**src/rtl/cdc_edge_detect_multi_if.sv**
```systemverilog
// Configuration, trigger inputs and status outputs of the multi-channel
// CDC edge detector, bundled for the controller (master) and core (slave).
interface cdc_edge_detect_multi_if #(
    parameter int NUM_CH    = 4,
    parameter int FILTER_W  = 8,
    parameter int HOLDOFF_W = 16
);
    logic [NUM_CH-1:0]    async_in;
    logic [2*NUM_CH-1:0]  edge_type;
    logic [FILTER_W-1:0]  filter_len;
    logic [NUM_CH-1:0]    ch_mask;
    logic                 combine_mode;
    logic                 one_shot;
    logic [HOLDOFF_W-1:0] holdoff;
    logic                 arm;
    logic                 disarm;
    logic [NUM_CH-1:0]    sync_out;
    logic [NUM_CH-1:0]    flt_out;
    logic [NUM_CH-1:0]    edge_pulse;
    logic                 trig_pulse;
    logic [NUM_CH-1:0]    trig_ch;
    logic                 armed;
    logic                 busy_holdoff;

    modport master (
        output async_in, edge_type, filter_len, ch_mask,
        output combine_mode, one_shot, holdoff, arm, disarm,
        input  sync_out, flt_out, edge_pulse, trig_pulse,
        input  trig_ch, armed, busy_holdoff
    );

    modport slave (
        input  async_in, edge_type, filter_len, ch_mask,
        input  combine_mode, one_shot, holdoff, arm, disarm,
        output sync_out, flt_out, edge_pulse, trig_pulse,
        output trig_ch, armed, busy_holdoff
    );
endinterface

```
**src/rtl/cdc_edge_detect_multi.sv**
```systemverilog
// Multi-channel synchroniser, glitch filter and edge detector feeding an
// armed, holdoff-gated combined trigger for the delay core.
module cdc_edge_detect_multi #(
    parameter int NUM_CH      = 4,
    parameter int SYNC_STAGES = 3,
    parameter int FILTER_W    = 8,
    parameter int HOLDOFF_W   = 16
) (
    input logic                     clk,
    input logic                     rst_n,
    cdc_edge_detect_multi_if.slave  bus
);

    typedef enum logic [1:0] {
        IDLE    = 2'd0,
        ARMED   = 2'd1,
        HOLDOFF = 2'd2
    } state_e;

    logic [NUM_CH-1:0]    sync_q [SYNC_STAGES];
    logic [NUM_CH-1:0]    sync_d [SYNC_STAGES];
    logic [NUM_CH-1:0]    sync_last;
    logic [NUM_CH-1:0]    flt_q, flt_d;
    logic [FILTER_W-1:0]  cnt_q [NUM_CH];
    logic [FILTER_W-1:0]  cnt_d [NUM_CH];
    logic [NUM_CH-1:0]    edge_q, edge_d;

    state_e               state_q, state_d;
    logic [HOLDOFF_W-1:0] hcnt_q, hcnt_d;
    logic [NUM_CH-1:0]    seen_q, seen_d;
    logic                 trig_q, trig_d;
    logic [NUM_CH-1:0]    trig_ch_q, trig_ch_d;

    logic [NUM_CH-1:0]    masked;
    logic [NUM_CH-1:0]    seen_nxt;
    logic                 fire;
    state_e               exit_st;

    assign sync_last = sync_q[SYNC_STAGES-1];

    always_comb begin
        sync_d[0] = bus.async_in;
        for (int k = 1; k < SYNC_STAGES; k++) begin
            sync_d[k] = sync_q[k-1];
        end
    end

    // Edge strobe is raised on the same cycle the filtered level flips.
    always_comb begin
        flt_d  = flt_q;
        edge_d = '0;
        for (int i = 0; i < NUM_CH; i++) begin
            cnt_d[i] = cnt_q[i];
            if (sync_last[i] == flt_q[i]) begin
                cnt_d[i] = '0;
            end else if (cnt_q[i] >= bus.filter_len) begin
                flt_d[i]  = sync_last[i];
                cnt_d[i]  = '0;
                edge_d[i] = sync_last[i] ? bus.edge_type[2*i]
                                         : bus.edge_type[2*i+1];
            end else begin
                cnt_d[i] = cnt_q[i] + FILTER_W'(1);
            end
        end
    end

    assign masked   = edge_q & bus.ch_mask;
    assign seen_nxt = seen_q | masked;
    assign exit_st  = bus.one_shot ? IDLE : ARMED;

    always_comb begin
        fire = 1'b0;
        if (state_q == ARMED && |bus.ch_mask) begin
            fire = bus.combine_mode ? (seen_nxt == bus.ch_mask)
                                    : |masked;
        end
    end

    always_comb begin
        state_d   = state_q;
        hcnt_d    = hcnt_q;
        seen_d    = seen_q;
        trig_d    = 1'b0;
        trig_ch_d = '0;
        if (bus.disarm) begin
            state_d = IDLE;
            hcnt_d  = '0;
            seen_d  = '0;
        end else begin
            unique case (state_q)
                IDLE: begin
                    if (bus.arm) begin
                        state_d = ARMED;
                        seen_d  = '0;
                    end
                end
                ARMED: begin
                    if (fire) begin
                        trig_d    = 1'b1;
                        trig_ch_d = masked;
                        seen_d    = '0;
                        if (bus.holdoff == '0) begin
                            state_d = exit_st;
                        end else begin
                            state_d = HOLDOFF;
                            hcnt_d  = bus.holdoff;
                        end
                    end else if (bus.arm) begin
                        seen_d = '0;
                    end else begin
                        seen_d = seen_nxt;
                    end
                end
                HOLDOFF: begin
                    hcnt_d = hcnt_q - HOLDOFF_W'(1);
                    if (hcnt_q <= HOLDOFF_W'(1)) begin
                        state_d = exit_st;
                        hcnt_d  = '0;
                    end
                end
                default: begin
                    state_d = IDLE;
                    hcnt_d  = '0;
                    seen_d  = '0;
                end
            endcase
        end
    end

    always_ff @(posedge clk or negedge rst_n) begin
        if (!rst_n) begin
            for (int k = 0; k < SYNC_STAGES; k++) begin
                sync_q[k] <= '0;
            end
            for (int i = 0; i < NUM_CH; i++) begin
                cnt_q[i] <= '0;
            end
            flt_q     <= '0;
            edge_q    <= '0;
            state_q   <= IDLE;
            hcnt_q    <= '0;
            seen_q    <= '0;
            trig_q    <= 1'b0;
            trig_ch_q <= '0;
        end else begin
            for (int k = 0; k < SYNC_STAGES; k++) begin
                sync_q[k] <= sync_d[k];
            end
            for (int i = 0; i < NUM_CH; i++) begin
                cnt_q[i] <= cnt_d[i];
            end
            flt_q     <= flt_d;
            edge_q    <= edge_d;
            state_q   <= state_d;
            hcnt_q    <= hcnt_d;
            seen_q    <= seen_d;
            trig_q    <= trig_d;
            trig_ch_q <= trig_ch_d;
        end
    end

    assign bus.sync_out     = sync_last;
    assign bus.flt_out      = flt_q;
    assign bus.edge_pulse   = edge_q;
    assign bus.trig_pulse   = trig_q;
    assign bus.trig_ch      = trig_ch_q;
    assign bus.armed        = (state_q == ARMED);
    assign bus.busy_holdoff = (state_q == HOLDOFF);

endmodule

```
**src/flat_wrapper.sv**
```systemverilog
// flat-port wrapper written by rule: the top's interface ports become plain ports
module cdc_edge_detect_multi_flat 
#(
    parameter int NUM_CH      = 4,
    parameter int SYNC_STAGES = 3,
    parameter int FILTER_W    = 8,
    parameter int HOLDOFF_W   = 16
)
  (clk, rst_n, bus_async_in, bus_edge_type, bus_filter_len, bus_ch_mask, bus_combine_mode, bus_one_shot, bus_holdoff, bus_arm, bus_disarm, bus_sync_out, bus_flt_out, bus_edge_pulse, bus_trig_pulse, bus_trig_ch, bus_armed, bus_busy_holdoff);
  cdc_edge_detect_multi_if #(.NUM_CH(NUM_CH), .FILTER_W(FILTER_W), .HOLDOFF_W(HOLDOFF_W)) bus_i ();
  input logic clk;
  input logic rst_n;
  input wire logic [$bits(bus_i.async_in)-1:0] bus_async_in;
  input wire logic [$bits(bus_i.edge_type)-1:0] bus_edge_type;
  input wire logic [$bits(bus_i.filter_len)-1:0] bus_filter_len;
  input wire logic [$bits(bus_i.ch_mask)-1:0] bus_ch_mask;
  input wire logic [$bits(bus_i.combine_mode)-1:0] bus_combine_mode;
  input wire logic [$bits(bus_i.one_shot)-1:0] bus_one_shot;
  input wire logic [$bits(bus_i.holdoff)-1:0] bus_holdoff;
  input wire logic [$bits(bus_i.arm)-1:0] bus_arm;
  input wire logic [$bits(bus_i.disarm)-1:0] bus_disarm;
  output wire logic [$bits(bus_i.sync_out)-1:0] bus_sync_out;
  output wire logic [$bits(bus_i.flt_out)-1:0] bus_flt_out;
  output wire logic [$bits(bus_i.edge_pulse)-1:0] bus_edge_pulse;
  output wire logic [$bits(bus_i.trig_pulse)-1:0] bus_trig_pulse;
  output wire logic [$bits(bus_i.trig_ch)-1:0] bus_trig_ch;
  output wire logic [$bits(bus_i.armed)-1:0] bus_armed;
  output wire logic [$bits(bus_i.busy_holdoff)-1:0] bus_busy_holdoff;
  assign bus_i.async_in = bus_async_in;
  assign bus_i.edge_type = bus_edge_type;
  assign bus_i.filter_len = bus_filter_len;
  assign bus_i.ch_mask = bus_ch_mask;
  assign bus_i.combine_mode = bus_combine_mode;
  assign bus_i.one_shot = bus_one_shot;
  assign bus_i.holdoff = bus_holdoff;
  assign bus_i.arm = bus_arm;
  assign bus_i.disarm = bus_disarm;
  assign bus_sync_out = bus_i.sync_out;
  assign bus_flt_out = bus_i.flt_out;
  assign bus_edge_pulse = bus_i.edge_pulse;
  assign bus_trig_pulse = bus_i.trig_pulse;
  assign bus_trig_ch = bus_i.trig_ch;
  assign bus_armed = bus_i.armed;
  assign bus_busy_holdoff = bus_i.busy_holdoff;
  cdc_edge_detect_multi #(.NUM_CH(NUM_CH), .SYNC_STAGES(SYNC_STAGES), .FILTER_W(FILTER_W), .HOLDOFF_W(HOLDOFF_W)) u_core (.clk(clk), .rst_n(rst_n), .bus(bus_i));
endmodule
```
**config.mk**
```make
export PLATFORM = sky130hd
export DESIGN_NAME = cdc_edge_detect_multi_flat
export DESIGN_NICKNAME = d
export VERILOG_FILES = /design/src/rtl/cdc_edge_detect_multi_if.sv /design/src/rtl/cdc_edge_detect_multi.sv /design/src/flat_wrapper.sv
export SDC_FILE = /design/constraint.sdc
export NUM_CORES = 1
export LEC_CHECK = 0
export CORE_AREA = 2 2 104 106
export DETAILED_ROUTE_END_ITERATION = 8
export DIE_AREA = 0 0 106 108
export GPL_TIMING_DRIVEN = 1
export PLACE_DENSITY_LB_ADDON = 0.08
export SLEW_MARGIN = 20
export SYNTH_ARGS = -nofsm -noshare
export SYNTH_HDL_FRONTEND = slang
export SYNTH_SLANG_ARGS = --single-unit
```
**constraint.sdc**
```tcl
create_clock -name clk -period 3.3 [get_ports clk]
set_input_delay 0.33 -clock clk [delete_from_list [all_inputs] [get_ports clk]]
set_output_delay 0.33 -clock clk [all_outputs]
set_load 0.03 [all_outputs]
```
==> run summary, run 1 <==
outcome = finished with violations
failing checks = negative hold slack
DRT iter0 DRCs = 158
Syn Nets = 541
Sink Count = 79
GP Congestion = 0.8370
Filler cells = 926
Hold Path Class = input port to asynchronous set/reset pin
Final Setup Violations = 0
Worst-Skew Late Latency = 0.34 ns
Clock Skew = 0.008664 ns
DIE AREA = 11450 sq um
Most used DFF post-synth = dfrtp_1
gr usage total = 0.1903
IO Port Bufs = 64
CORE AREA = 10230 sq um
Worst R2R Start = u_core.hcnt_q[0]$_DFFE_PN0P_
synth top area cells = dfrtp_1 44%, ha_1 12%, nor2_1 4.3%
nets@finish = 610
met2 Use GR = 0.3198
row cnt = 37
dpl hpwl = 7.447 mm
R2R Path End = u_core.hcnt_q[14]$_DFFE_PN0P_
hold-fix buffers at CTS = 0
final core area utilization = 0.5376
top post-synthesis cells by count = 79 x dfrtp_1, 51 x nor2_1, 42 x ha_1, 28 x inv_1, 25 x a21oi_1
syn avg cell area = 9.943 sq um
CTS HTree Levels = 3
Non-Filler Instances = 662
Syn Inst Count = 453
Slew Limit Fails = 0
Sw Pwr = 1.086 mW
startpoint type of the worst setup path = flop
vias in the first global route = 3623
via count = 3556
grt peak-use layer = met2
Yosys reg bits = 79
Clk network pwr share = 0.239
clock buffer depth = 2
Worst-Margin Slew = 0.7144 ns
area grow syn2layout = 22.11%
initial antenna violation count = 0
DR pass1 iterations = 4
WL/cell = 15.28 um
critical path arrival = 2.92 ns
RSZ-0062 raised after global routing = no
Total Wirelength = 10.12 mm
final setup TNS = 0 ns
CP Class = flop to flop
Sequential Power Share = 0.398
count of final hold-check violations = 2
Ant. Diodes = 0
Slew headroom = 0.5237
Reg clk slew, reported paths = 0.08 ns
Die X = 106 um
Hold Worst Slack = -0.006950 ns
Placed Instances = 647
synth unique cells = 52
largest net degree at the start of global routing = 80
worst path required time = 3.58 ns
sequential share of the synthesized area = 0.4389
grt met3 use = 0.04099
# IOs = 65
top cell type's share of synthesized area = 0.4389
Int Pwr = 1.914 mW
crit end category = flop
most common cell in the netlist = dfrtp_1
Fmax achieved = 0.3788 GHz
root buf cell = clkbuf_8
remaining antenna violation count = 0
CTS tree = done
Max-Cap Viols = 0
power per standard cell area = 545.3 nW/um^2
share of layout cells above drive strength 1 = 0.05894
via/cell ratio = 5.372
Leak = 2.572 nW
post-CTS sizing = 0
postcts setup bufs = 0
switching power share of the total = 0.3619
Post-Syn Area = 4504 sq um
EDFF count, synth = 0
Peak VDD IR = 0.3218 mV
GR Overflow Total = 0
Ys Warns = 0
met1 global-route usage = 0.2458
Residual DRC = 0
part of the power in combinational logic = 0.363
Starting Density = 0.4403
crit-path max FO = 5
Synth async-reset ratio = 1.000
total power = 2.999 mW
reg2reg setup slack = 0.66 ns
global-route wire length before repair = 17.39 mm
Die Span Y = 108 um
crit share post-route = 0.7999
CTS buffer count = 9
R2R depth = 8
leading area contributor after synthesis = dfrtp_1
shortest period the worst path allows = 2.640 ns
## worst max path at each step
stage,from,endpoint
2_1_floorplan,u_core.hcnt_q[0]$_DFFE_PN0P_,u_core.hcnt_q[14]$_DFFE_PN0P_
3_3_place_gp,bus_ch_mask[0],u_core.hcnt_q[7]$_DFFE_PN0P_
3_5_place_dp,bus_ch_mask[0],u_core.hcnt_q[10]$_DFFE_PN0P_
4_1_cts,u_core.hcnt_q[0]$_DFFE_PN0P_,u_core.hcnt_q[14]$_DFFE_PN0P_
5_1_grt,u_core.hcnt_q[10]$_DFFE_PN0P_,u_core.state_q[1]$_DFFE_PN0P_
6_report,u_core.hcnt_q[0]$_DFFE_PN0P_,u_core.hcnt_q[14]$_DFFE_PN0P_
## logic make-up after synthesis
group	count (synthesis)	share of synthesized area
and+or+nand+nor	156	0.1789
adders and majority gates	42	0.1167
AOI/OAI and AO/OA	97	0.1522
buffers and inverters	39	0.03278
muxes	6	0.01444
DFF	79	0.4389
xor gates and xnor gates	34	0.06611
## layout by cell type (no fill, tap or decap), types with 6 or more instances in the layout
cell type and n:
nor2_1 51, clkbuf_8 10, xor2_1 17, nand2b_1 12, ha_1 42, nand2_1 16
a21oi_1 25, o32ai_1 10, a31oi_1 9, a22oi_1 9, nor4_1 6, nand3b_1 9
and3_1 9, dfrtp_1 79, nand3_1 20, or3_1 7, inv_1 28, xnor2_1 17
o21ai_0 6, a21o_1 12, o31ai_1 6, nor3_1 10, clkdlybuf4s50_1 63
## worst max-delay path, cell delays in order (launching register included)
cell and delay, ns:
dfrtp_1 0.41, inv_1 0.10, ha_1 0.20, or3b_1 0.47, or4_4 0.57, or3_4 0.34, o31ai_2 0.22, nand3_1 0.10
a21oi_1 0.16
## per-stage QoR
step / instance area, sq um / setup WS (ns)
after floorplan: 4504 / 0.8898
final: 5500 / 0.6602
after CTS: 5497 / 0.6558
after global placement: 5300 / 0.6394
after global routing: 5500 / 0.4885
after detailed placement: 5300 / 0.5736
## layer usage
metal,routed length [um],part of all wire
met4,139,0.014
met5,0,0
met3,427,0.042
met2,4898,0.48
met1,4652,0.46
## final cells by class
type | count | area (sq um) | area share
clock inverter | 5 | 58.81 | 0.01069
inverter | 30 | 112.6 | 0.02047
clock buffer | 10 | 137.6 | 0.02502
multi-input combinational | 335 | 2380 | 0.4327
sequential | 79 | 1977 | 0.3594
tap | 136 | 170.2 | 0.03094
timing repair buffer | 67 | 664.4 | 0.1208
## registers in the layout, summed over array words and instances, names as in the netlist
name,flops
u_core.cnt_q,32
u_core.bus.edge_pulse,4
u_core.bus.trig_pulse,1
u_core.sync_d,8
u_core.state_q,2
u_core.seen_q,4
u_core.bus.flt_out,4
u_core.bus.trig_ch,4
u_core.bus.sync_out,4
u_core.hcnt_q,16
## power groups by stage
stage          combinational (mW)  clock, mW  sequential, mW
6_report                     1.09      0.718            1.19
5_1_grt                      1.22      0.790            1.21
4_1_cts                      1.09      0.750            1.20
3_5_place_dp                 1.08          0            1.22
3_3_place_gp                 1.07          0            1.21
2_1_floorplan               0.729          0            1.22
No activity file was read; power rests on OpenSTA's default activity.
==> run 2: changes to the inputs <==
clock period = 2.34 ns   (was 3.3 ns; I/O delays follow)
==> run summary, run 2 (same netlist as run 1, synthesis figures left out) <==
DIE AREA = 11450 sq um (unchanged)
Clk network pwr share = 0.237 (-0.002)
min-delay src = bus_async_in[1]
commonest non-fill, non-tap cell in the layout = dfrtp_1
CP Buf/Inv Count = 2 (+1)
crit path from = u_core.hcnt_q[10]$_DFFE_PN0P_
CTS buffer count = 9 (unchanged)
Placed Instances = 675 (+4.3%)
Reg clk slew, reported paths = 0.09 ns (about the same)
Worst-Skew Late Latency = 0.35 ns (about the same)
share of layout cells above drive strength 1 = 0.1380 (+0.07906)
crit end category = flop
# IOs = 65 (unchanged)
Die X = 106 um (unchanged)
clock buffer depth = 2 (unchanged)
part of the power in combinational logic = 0.384 (+0.021)
remaining antenna violation count = 0 (unchanged)
GP Congestion = 0.8679 (+3.7%)
Die Span Y = 108 um (unchanged)
Cell Chain, Critical Path = or3_4 -> or4_4 -> o21a_4 -> buf_4 -> buf_4 -> a22oi_1 -> o32ai_1
Sink Count = 79 (unchanged)
dpl cell area = 5528 sq um (+4.3%)
IO Port Bufs = 64 (unchanged)
Slowest-stage cell, CP = or4_4
via count = 3711 (+4.4%)
Worst R2R Start = u_core.hcnt_q[10]$_DFFE_PN0P_
Residual DRC = 0 (unchanged)
worst path required time = 2.54 ns (-1.04 ns)
CORE AREA = 10230 sq um (unchanged)
Biggest register = u_core.cnt_q
global-route wire length before repair = 17.80 mm (+2.3%)
crit-path max FO = 4 (-1)
Crit path largest cell delay = 0.56 ns (about the same)
count of final hold-check violations = 0 (-2)
reg2reg setup slack = 0.02 ns (-0.64 ns)
Final Setup Violations = 0 (unchanged)
Non-Filler Instances = 694 (+4.8%)
shortest period the worst path allows = 2.325 ns (-0.3151 ns)
initial antenna violation count = 0 (unchanged)
GR Overflow Total = 0 (unchanged)
worst setup margin = 0.01534 ns (-0.6449 ns)
CTS tree = done
grt met3 use = 0.04159 (+0.0006028)
Worst-Margin Slew = 0.6016 ns (-0.1129 ns)
DRT iter0 DRCs = 142 (-10%)
met1 global-route usage = 0.2512 (+0.005380)
CP dominant cell by count = buf_4
Sw Pwr = 1.612 mW (+48%)
Crit path max-delay family = simple AND/OR/NAND/NOR gates
WL/cell = 15.44 um (+1.0%)
area grow syn2layout = 29.39%
power per standard cell area = 760.6 nW/um^2 (+39%)
Slew Limit Fails = 0 (unchanged)
outcome = finished, final reports clean
Max-Cap Viols = 0 (unchanged)
nets@finish = 641 (+5.1%)
critical path arrival = 2.52 ns (-0.40 ns)
Int Pwr = 2.821 mW (+47%)
root buf cell = clkbuf_8
row cnt = 37 (unchanged)
vias in the first global route = 3699 (+2.1%)
startpoint type of the worst setup path = flop
via/cell ratio = 5.347 (-0.45%)
switching power share of the total = 0.3636 (+0.001724)
Ant. Diodes = 0 (unchanged)
gr usage total = 0.1968 (+0.006550)
Sequential Power Share = 0.379 (-0.019)
CTS HTree Levels = 3 (unchanged)
RSZ-0062 raised after global routing = yes
most frequent cells in the layout = 79 x dfrtp_1, 63 x clkdlybuf4s50_1, 51 x nor2_1, 41 x ha_1, 33 x buf_4
Fmax achieved = 0.4302 GHz (+14%)
Peak VDD IR = 0.4618 mV (+43%)
Starting Density = 0.4403 (unchanged)
met2 Use GR = 0.3336 (+0.01382)
Total Wirelength = 10.72 mm (+5.9%)
Leak = 2.738 nW (+6.5%)
grt peak-use layer = met2
largest net degree at the start of global routing = 44 (-45%)
Hold Path Class = input port to flop
Clock Skew = 0.01550 ns (+0.006832 ns)
Slew headroom = 0.5989 (+0.07523)
Filler cells = 941 (+1.6%)
CP Class = flop to flop
crit share post-route = 0.9934 (+0.1935)
Setup Slack @ Placement = -0.1631 ns (-0.7367 ns)
post-route cell area = 5828 sq um (+6.0%)
DR pass1 iterations = 4 (unchanged)
dpl hpwl = 8.042 mm (+8.0%)
max FFs per register = 32 (unchanged)
[run 2: repair_timing]
| item | 4_1_cts | 5_1_grt |
|---|---|---|
| pin swaps | 4 | 5 |
| resized for setup | 2 | 11 |
| endpoints found under the setup margin | 2 | 11 |
| hold buffers | 1 | 0 |
| buffers inserted | 1 | 1 |
| gates cloned | 0 | 0 |
| hold endpoints to repair | 42 | 0 |
[run 2: worst paths after layout]
check / to / cells after the start
worst min register to register: u_core.bus.sync_out[2]$_DFF_PN0_ / 0
worst max-delay path: u_core.hcnt_q[11]$_DFFE_PN0P_ / 7
worst max register to register: u_core.hcnt_q[11]$_DFFE_PN0P_ / 7
worst min-delay path: u_core.sync_d[5]$_DFF_PN0_ / 1
max in group asynchronous: u_core.sync_d[4]$_DFF_PN0_ / 3
min in group asynchronous: u_core.bus.trig_ch[2]$_DFF_PN0_ / 2
[run 2: per-stage QoR]
stage / setup TNS, ns / util / hold slack (ns) / power [mW]
2_1_floorplan: 0 / - / -0.06159 / 2.749
3_3_place_gp: -0.8836 / 0.5403 / 0.2810 / 3.328
3_5_place_dp: -3.016 / 0.5403 / 0.2886 / 3.357
4_1_cts: 0 / 0.5632 / 0.3056 / 4.435
5_1_grt: -0.07845 / 0.5696 / 0.2928 / 4.754
6_report: 0 / 0.5696 / 0.3175 / 4.433
[run 2: final cells by class]
cell class / count / area [sq um] / area share
well taps: 136 / 170.2 / 0.02920
clock buffers: 10 / 137.6 / 0.02362
flip-flops and latches: 79 / 1977 / 0.3392
inverters: 30 / 112.6 / 0.01932
multi-input cells: 335 / 2454 / 0.4210
clock inverters: 6 / 68.82 / 0.01181
repair buffers: 98 / 908.4 / 0.1559
[run 2: metal layers]
layer  share of wire  vias to the layer above
met5               0                        -
met4           0.022                        0
met3           0.047                       24
met2            0.48                       86
met1            0.45                     1767
li1                -                     1834
[run 2: worst reg2reg max path, delay by kind of cell (launching register included)]
| kind | cells | cell delay (ns) |
|---|---|---|
| AND/OR/NAND/NOR | 2 | 0.98 |
| AO/OA/AOI/OAI | 3 | 0.52 |
| flip-flops | 1 | 0.41 |
| buffers and inverters | 2 | 0.27 |
[run 2: power groups by stage]
stage | Combinational, mW | Sequential (mW) | Clock [mW]
5_1_grt | 1.90 | 1.71 | 1.14
4_1_cts | 1.67 | 1.68 | 1.09
6_report | 1.70 | 1.68 | 1.05
2_1_floorplan | 1.03 | 1.72 | 0
3_5_place_dp | 1.65 | 1.71 | 0
3_3_place_gp | 1.62 | 1.70 | 0
==> run 3: changes to the inputs <==
CTS_CLUSTER_DIAMETER = 150   (was not set)
SKIP_CTS_REPAIR_TIMING = 1   (was not set)
==> run summary, run 3 (same netlist as run 1, synthesis figures left out) <==
outcome = finished with violations
failing checks = negative setup slack
IO Port Bufs = 64 (unchanged)
Biggest register = u_core.cnt_q
Crit path largest cell delay = 0.55 ns (about the same)
Cell Chain, Critical Path = or4_4 -> or4_4 -> or3_4 -> o31ai_2 -> nand3_1 -> a21oi_2
dpl hpwl = 8.042 mm (unchanged)
CTS tree = done
DIE AREA = 11450 sq um (unchanged)
via count = 3727 (+0.43%)
worst setup margin = -0.008855 ns (-0.02420 ns)
met2 Use GR = 0.3318 (-0.001843)
Reg clk slew, reported paths = 0.09 ns (about the same)
Ant. Diodes = 0 (unchanged)
Die X = 106 um (unchanged)
Slew headroom = 0.5962 (-0.002735)
remaining antenna violation count = 0 (unchanged)
met1 global-route usage = 0.2515 (+0.0003852)
grt peak-use layer = met2
via/cell ratio = 5.378 (+0.58%)
max FFs per register = 32 (unchanged)
Worst-Skew Late Latency = 0.35 ns (about the same)
Die Span Y = 108 um (unchanged)
Worst-Margin Slew = 0.6057 ns (+0.004103 ns)
# IOs = 65 (unchanged)
CTS buffer count = 9 (unchanged)
global-route wire length before repair = 17.76 mm (-0.20%)
Residual DRC = 0 (unchanged)
gr usage total = 0.1964 (-0.0003890)
Max-Cap Viols = 0 (unchanged)
Sink Count = 79 (unchanged)
Filler cells = 945 (+0.43%)
startpoint type of the worst setup path = flop
critical path arrival = 2.64 ns (+0.12 ns)
Hold Worst Slack = 0.3168 ns (-0.0007080 ns)
RSZ-0062 raised after global routing = yes
count of final hold-check violations = 0 (unchanged)
crit-path max FO = 3 (-1)
CP Class = flop to flop
most frequent cells in the layout = 79 x dfrtp_1, 63 x clkdlybuf4s50_1, 51 x nor2_1, 41 x ha_1, 32 x buf_4
vias in the first global route = 3695 (-0.11%)
root buf cell = clkbuf_8
Peak VDD IR = 0.4260 mV (-7.7%)
WL/cell = 15.51 um (+0.43%)
area grow syn2layout = 28.69%
share of layout cells above drive strength 1 = 0.1293 (-0.008729)
CTS HTree Levels = 3 (unchanged)
GP Congestion = 0.8679 (unchanged)
CP dominant cell by count = or4_4
commonest non-fill, non-tap cell in the layout = dfrtp_1
post-route cell area = 5797 sq um (-0.54%)
nets@finish = 640 (-0.16%)
grt met3 use = 0.04159 (unchanged)
crit end category = flop
crit share post-route = 1.004 (+0.01034)
power per standard cell area = 765.8 nW/um^2 (+0.69%)
Slew Limit Fails = 0 (unchanged)
row cnt = 37 (unchanged)
Total Wirelength = 10.75 mm (+0.29%)
Setup Slack @ Placement = -0.1631 ns (unchanged)
worst path required time = 2.63 ns (+0.09 ns)
initial antenna violation count = 0 (unchanged)
clock buffer depth = 2 (unchanged)
DRT iter0 DRCs = 145 (+2.1%)
Final Setup Violations = 1 (+1)
Hold Path Class = input port to flop
Fmax achieved = 0.4257 GHz (-1.0%)
Clock Skew = 0.01578 ns (+0.0002857 ns)
DR pass1 iterations = 4 (unchanged)
Slowest-stage cell, CP = or4_4
GR Overflow Total = 0 (unchanged)
shortest period the worst path allows = 2.349 ns (+0.02420 ns)
CORE AREA = 10230 sq um (unchanged)
Starting Density = 0.4403 (unchanged)
largest net degree at the start of global routing = 44 (unchanged)
Leak = 2.728 nW (-0.36%)
dpl cell area = 5528 sq um (unchanged)
## run 3: routing by layer
| layer | share of wire | up-vias |
|---|---|---|
| li1 | - | 1830 |
| met1 | 0.45 | 1789 |
| met2 | 0.49 | 89 |
| met3 | 0.050 | 19 |
| met4 | 0.019 | 0 |
| met5 | 0 | - |
## run 3: metrics by stage
step,TNS [ns],utilization,total power [mW],cells
3_3_place_gp,-0.8836,0.5403,3.328,675
4_1_cts,-0.01048,0.5605,4.429,691
5_1_grt,-0.05955,0.5666,4.759,693
6_report,-0.008855,0.5666,4.439,693
3_5_place_dp,-3.016,0.5403,3.357,675
2_1_floorplan,0,-,2.749,453
## run 3: final timing paths
kind | cells after the start | startpoint | endpoint | slack [ns]
max | 6 | u_core.hcnt_q[8]$_DFFE_PN0P_ | u_core.hcnt_q[14]$_DFFE_PN0P_ | -0.009
min | 1 | bus_async_in[1] | u_core.sync_d[5]$_DFF_PN0_ | 0.32
max reg2reg | 6 | u_core.hcnt_q[8]$_DFFE_PN0P_ | u_core.hcnt_q[14]$_DFFE_PN0P_ | -0.009
min reg2reg | 0 | u_core.sync_d[2]$_DFF_PN0_ | u_core.bus.sync_out[2]$_DFF_PN0_ | 0.35
max in group asynchronous | 3 | rst_n | u_core.sync_d[4]$_DFF_PN0_ | 1.29
min in group asynchronous | 2 | rst_n | u_core.bus.trig_ch[2]$_DFF_PN0_ | 0.42
## run 3: worst max-delay path: cells and delay by family (launching register included)
kind,cells,cell delay (ns)
AOI/OAI and AO/OA,2,0.32
DFF,1,0.39
and+or+nand+nor,4,1.58
## run 3: power by group
group,switching [mW],leakage (nW),internal [mW]
registers,0.176,1.06,1.50
logic,0.912,1.56,0.799
clock network,0.521,0.103,0.528
## run 3: layout make-up
| type | count | area [sq um] | area share |
|---|---|---|---|
| repair buffers | 97 | 900.9 | 0.1554 |
| flip-flops and latches | 79 | 1977 | 0.3410 |
| clock inverters | 6 | 68.82 | 0.01187 |
| inverters | 30 | 112.6 | 0.01943 |
| multi-input cells | 335 | 2430 | 0.4192 |
| well taps | 136 | 170.2 | 0.02935 |
| clock buffers | 10 | 137.6 | 0.02374 |
==> RTL change: new RTL, settings of run 2 <==
`SYNC_STAGES` is set to 3 in 2 places; all go to 6.
--- a/src/rtl/cdc_edge_detect_multi.sv
+++ b/src/rtl/cdc_edge_detect_multi.sv
@@ -2,7 +2,7 @@
 // armed, holdoff-gated combined trigger for the delay core.
 module cdc_edge_detect_multi #(
     parameter int NUM_CH      = 4,
-    parameter int SYNC_STAGES = 3,
+    parameter int SYNC_STAGES = 6,
     parameter int FILTER_W    = 8,
     parameter int HOLDOFF_W   = 16
 ) (
--- a/src/flat_wrapper.sv
+++ b/src/flat_wrapper.sv
@@ -2,7 +2,7 @@
 module cdc_edge_detect_multi_flat 
 #(
     parameter int NUM_CH      = 4,
-    parameter int SYNC_STAGES = 3,
+    parameter int SYNC_STAGES = 6,
     parameter int FILTER_W    = 8,
     parameter int HOLDOFF_W   = 16
 )
Check against the original RTL: not equivalent (a bounded check fails within 4 cycles, from zero or initial values and one cycle with rst_n low).
==> RTL change against run 2 <==
  * The flow now finishes with violations (setup timing)
  * Critical endpoint is now u_core.state_q[1]
  * Largest cell class unchanged
  * Critical path type unchanged
  * Routed wire length increased by 5.8%
  * Cell area increased by 5.5%
  * Largest power group is now sequential cells
  * Non-clock buffer count increased by 8
  * Setup slack got worse by 0.17 ns
  * Synthesized area increased by 6.3%
  * Highest routed layer unchanged
  * Power increased by 0.36%
  * Sequential cell count increased by 12
  * Via count increased by 4.4%
  * Combinational power decreased by 14%
==> RTL change: results (changes against run 2) <==
- Ratio of cells with drive above 1 in the final layout: 12.6% (was 13.8%)
- Global-route wire length before repair: 18800 µm (was 17800 µm)
- Post-Place Cell Area: 0.00589 mm² (was 0.00553 mm²)
- Count of final setup violators: 14 (was 0)
- Lkg Pwr: 2.88 nW (was 2.74 nW)
- Worst r2r src: u_core.hcnt_q[11] (was u_core.hcnt_q[10])
- Reg2Reg Depth: 5 (was 7)
- Worst Skew: 0.00716 ns (was 0.0155 ns)
- Post-synth cell types: 56 (was 52)
- Largest net degree at the start of global routing: 63 (was 44)
- Post-Syn Nets: 547 (was 541)
- Critical Path End: u_core.state_q[1] (was u_core.hcnt_q[11])
- Worst-Margin Slew: 0.635 ns (was 0.602 ns)
- Outcome: finished with violations (was finished clean)
- # fillers: 883 (was 941)
- Failing checks: setup timing
- Iter 0 DRT Violations: 175 (was 142)
- Top post-synthesis cells by count: dfrtp_1, nor2_1, ha_1 (unchanged)
- Max Fanout on Critical Path: 2 (was 4)
- Worst Slack Setup Final: -0.158 ns (was 0.0153 ns)
- Number of global-route vias before repair: 3813 (was 3699)
- Main area contributors after synthesis: dfrtp_1, ha_1, nor2_1 (unchanged)
- Power Internal: 2.89 mW (was 2.82 mW)
- Placer Congestion: 0.905 (was 0.868)
- TNS Setup: -1.12 ns (was 0 ns)
-- RTL change: routing by layer --
metal  vias up  track usage, %  routed length [µm]  part of all wire [%]
li1       1889               -                   -                     -
met1      1875            29.4                5340                    47
met2        98            32.4                5250                    46
met3        11            5.49                 635                   5.6
met4         0            5.92                 109                  0.96
met5         -               0                   0                     0
-- RTL change: how the worst min path moves through the flow --
| stage | from | depth (start not counted) | endpoint |
|---|---|---|---|
| global route | bus_async_in[2] | 1 | u_core.sync_d[18] |
| detailed placement | rst_n | 1 | u_core.bus.flt_out[3] |
| finish | bus_async_in[1] | 1 | u_core.sync_d[17] |
| floorplan | rst_n | 0 | u_core.bus.edge_pulse[0] |
| global placement | rst_n | 1 | u_core.bus.flt_out[3] |
| CTS | bus_async_in[1] | 1 | u_core.sync_d[17] |
-- RTL change: layout make-up --
type                    instances  share of cell area, %
multi-input cells             331                   39.0
flip-flops and latches         91                   37.0
clock buffers                  10                   2.08
well taps                     136                   2.77
inverters                      29                   1.77
repair buffers                106                   16.1
clock inverters                 6                   1.22
-- RTL change: kinds of logic after synthesis --
logic type                 count (synthesis)  share of synthesized area [%]
and+or+nand+nor                          147                           15.8
AOI/OAI and AO/OA                        107                           15.9
DFF                                       91                           47.6
adders and majority gates                 42                           11.0
buffers and inverters                     37                           2.93
xor gates and xnor gates                  29                           5.31
muxes                                      6                           1.46
-- RTL change: worst max-delay path, cell delays in order, from the launching register on --
cell	delay, ns
dfrtp_1	0.39
or4_4	0.53
or4_4	0.45
o31a_1	0.32
or3_4	0.40
mux2_4	0.30
-- RTL change: what timing repair did --
action,CTS,global route
hold buffers,1,0
gates resized for setup,4,3
setup endpoints to repair,11,16
endpoints found under the hold margin,29,0
setup buffers,1,0
pin swaps,3,1
-- RTL change: stage by stage --
stage                     power [mW]  worst slack (ns)  hold WS (ns)  std cells
after detailed placement        3.36            -0.151         0.212        691
after global placement          3.32            -0.114         0.198        691
after global routing            4.74            -0.200         0.263        709
after floorplan                 2.77            -0.175       -0.0616        459
final                           4.45            -0.158         0.294        709
after CTS                       4.49            -0.160         0.266        709
-- RTL change: power groups by stage --
stage	Clock, mW	Combinational, mW	Sequential [mW]
floorplan	0	0.840	1.93
global placement	0	1.41	1.91
detailed placement	0	1.44	1.91
CTS	1.14	1.46	1.88
global route	1.20	1.63	1.91
finish	1.10	1.47	1.88
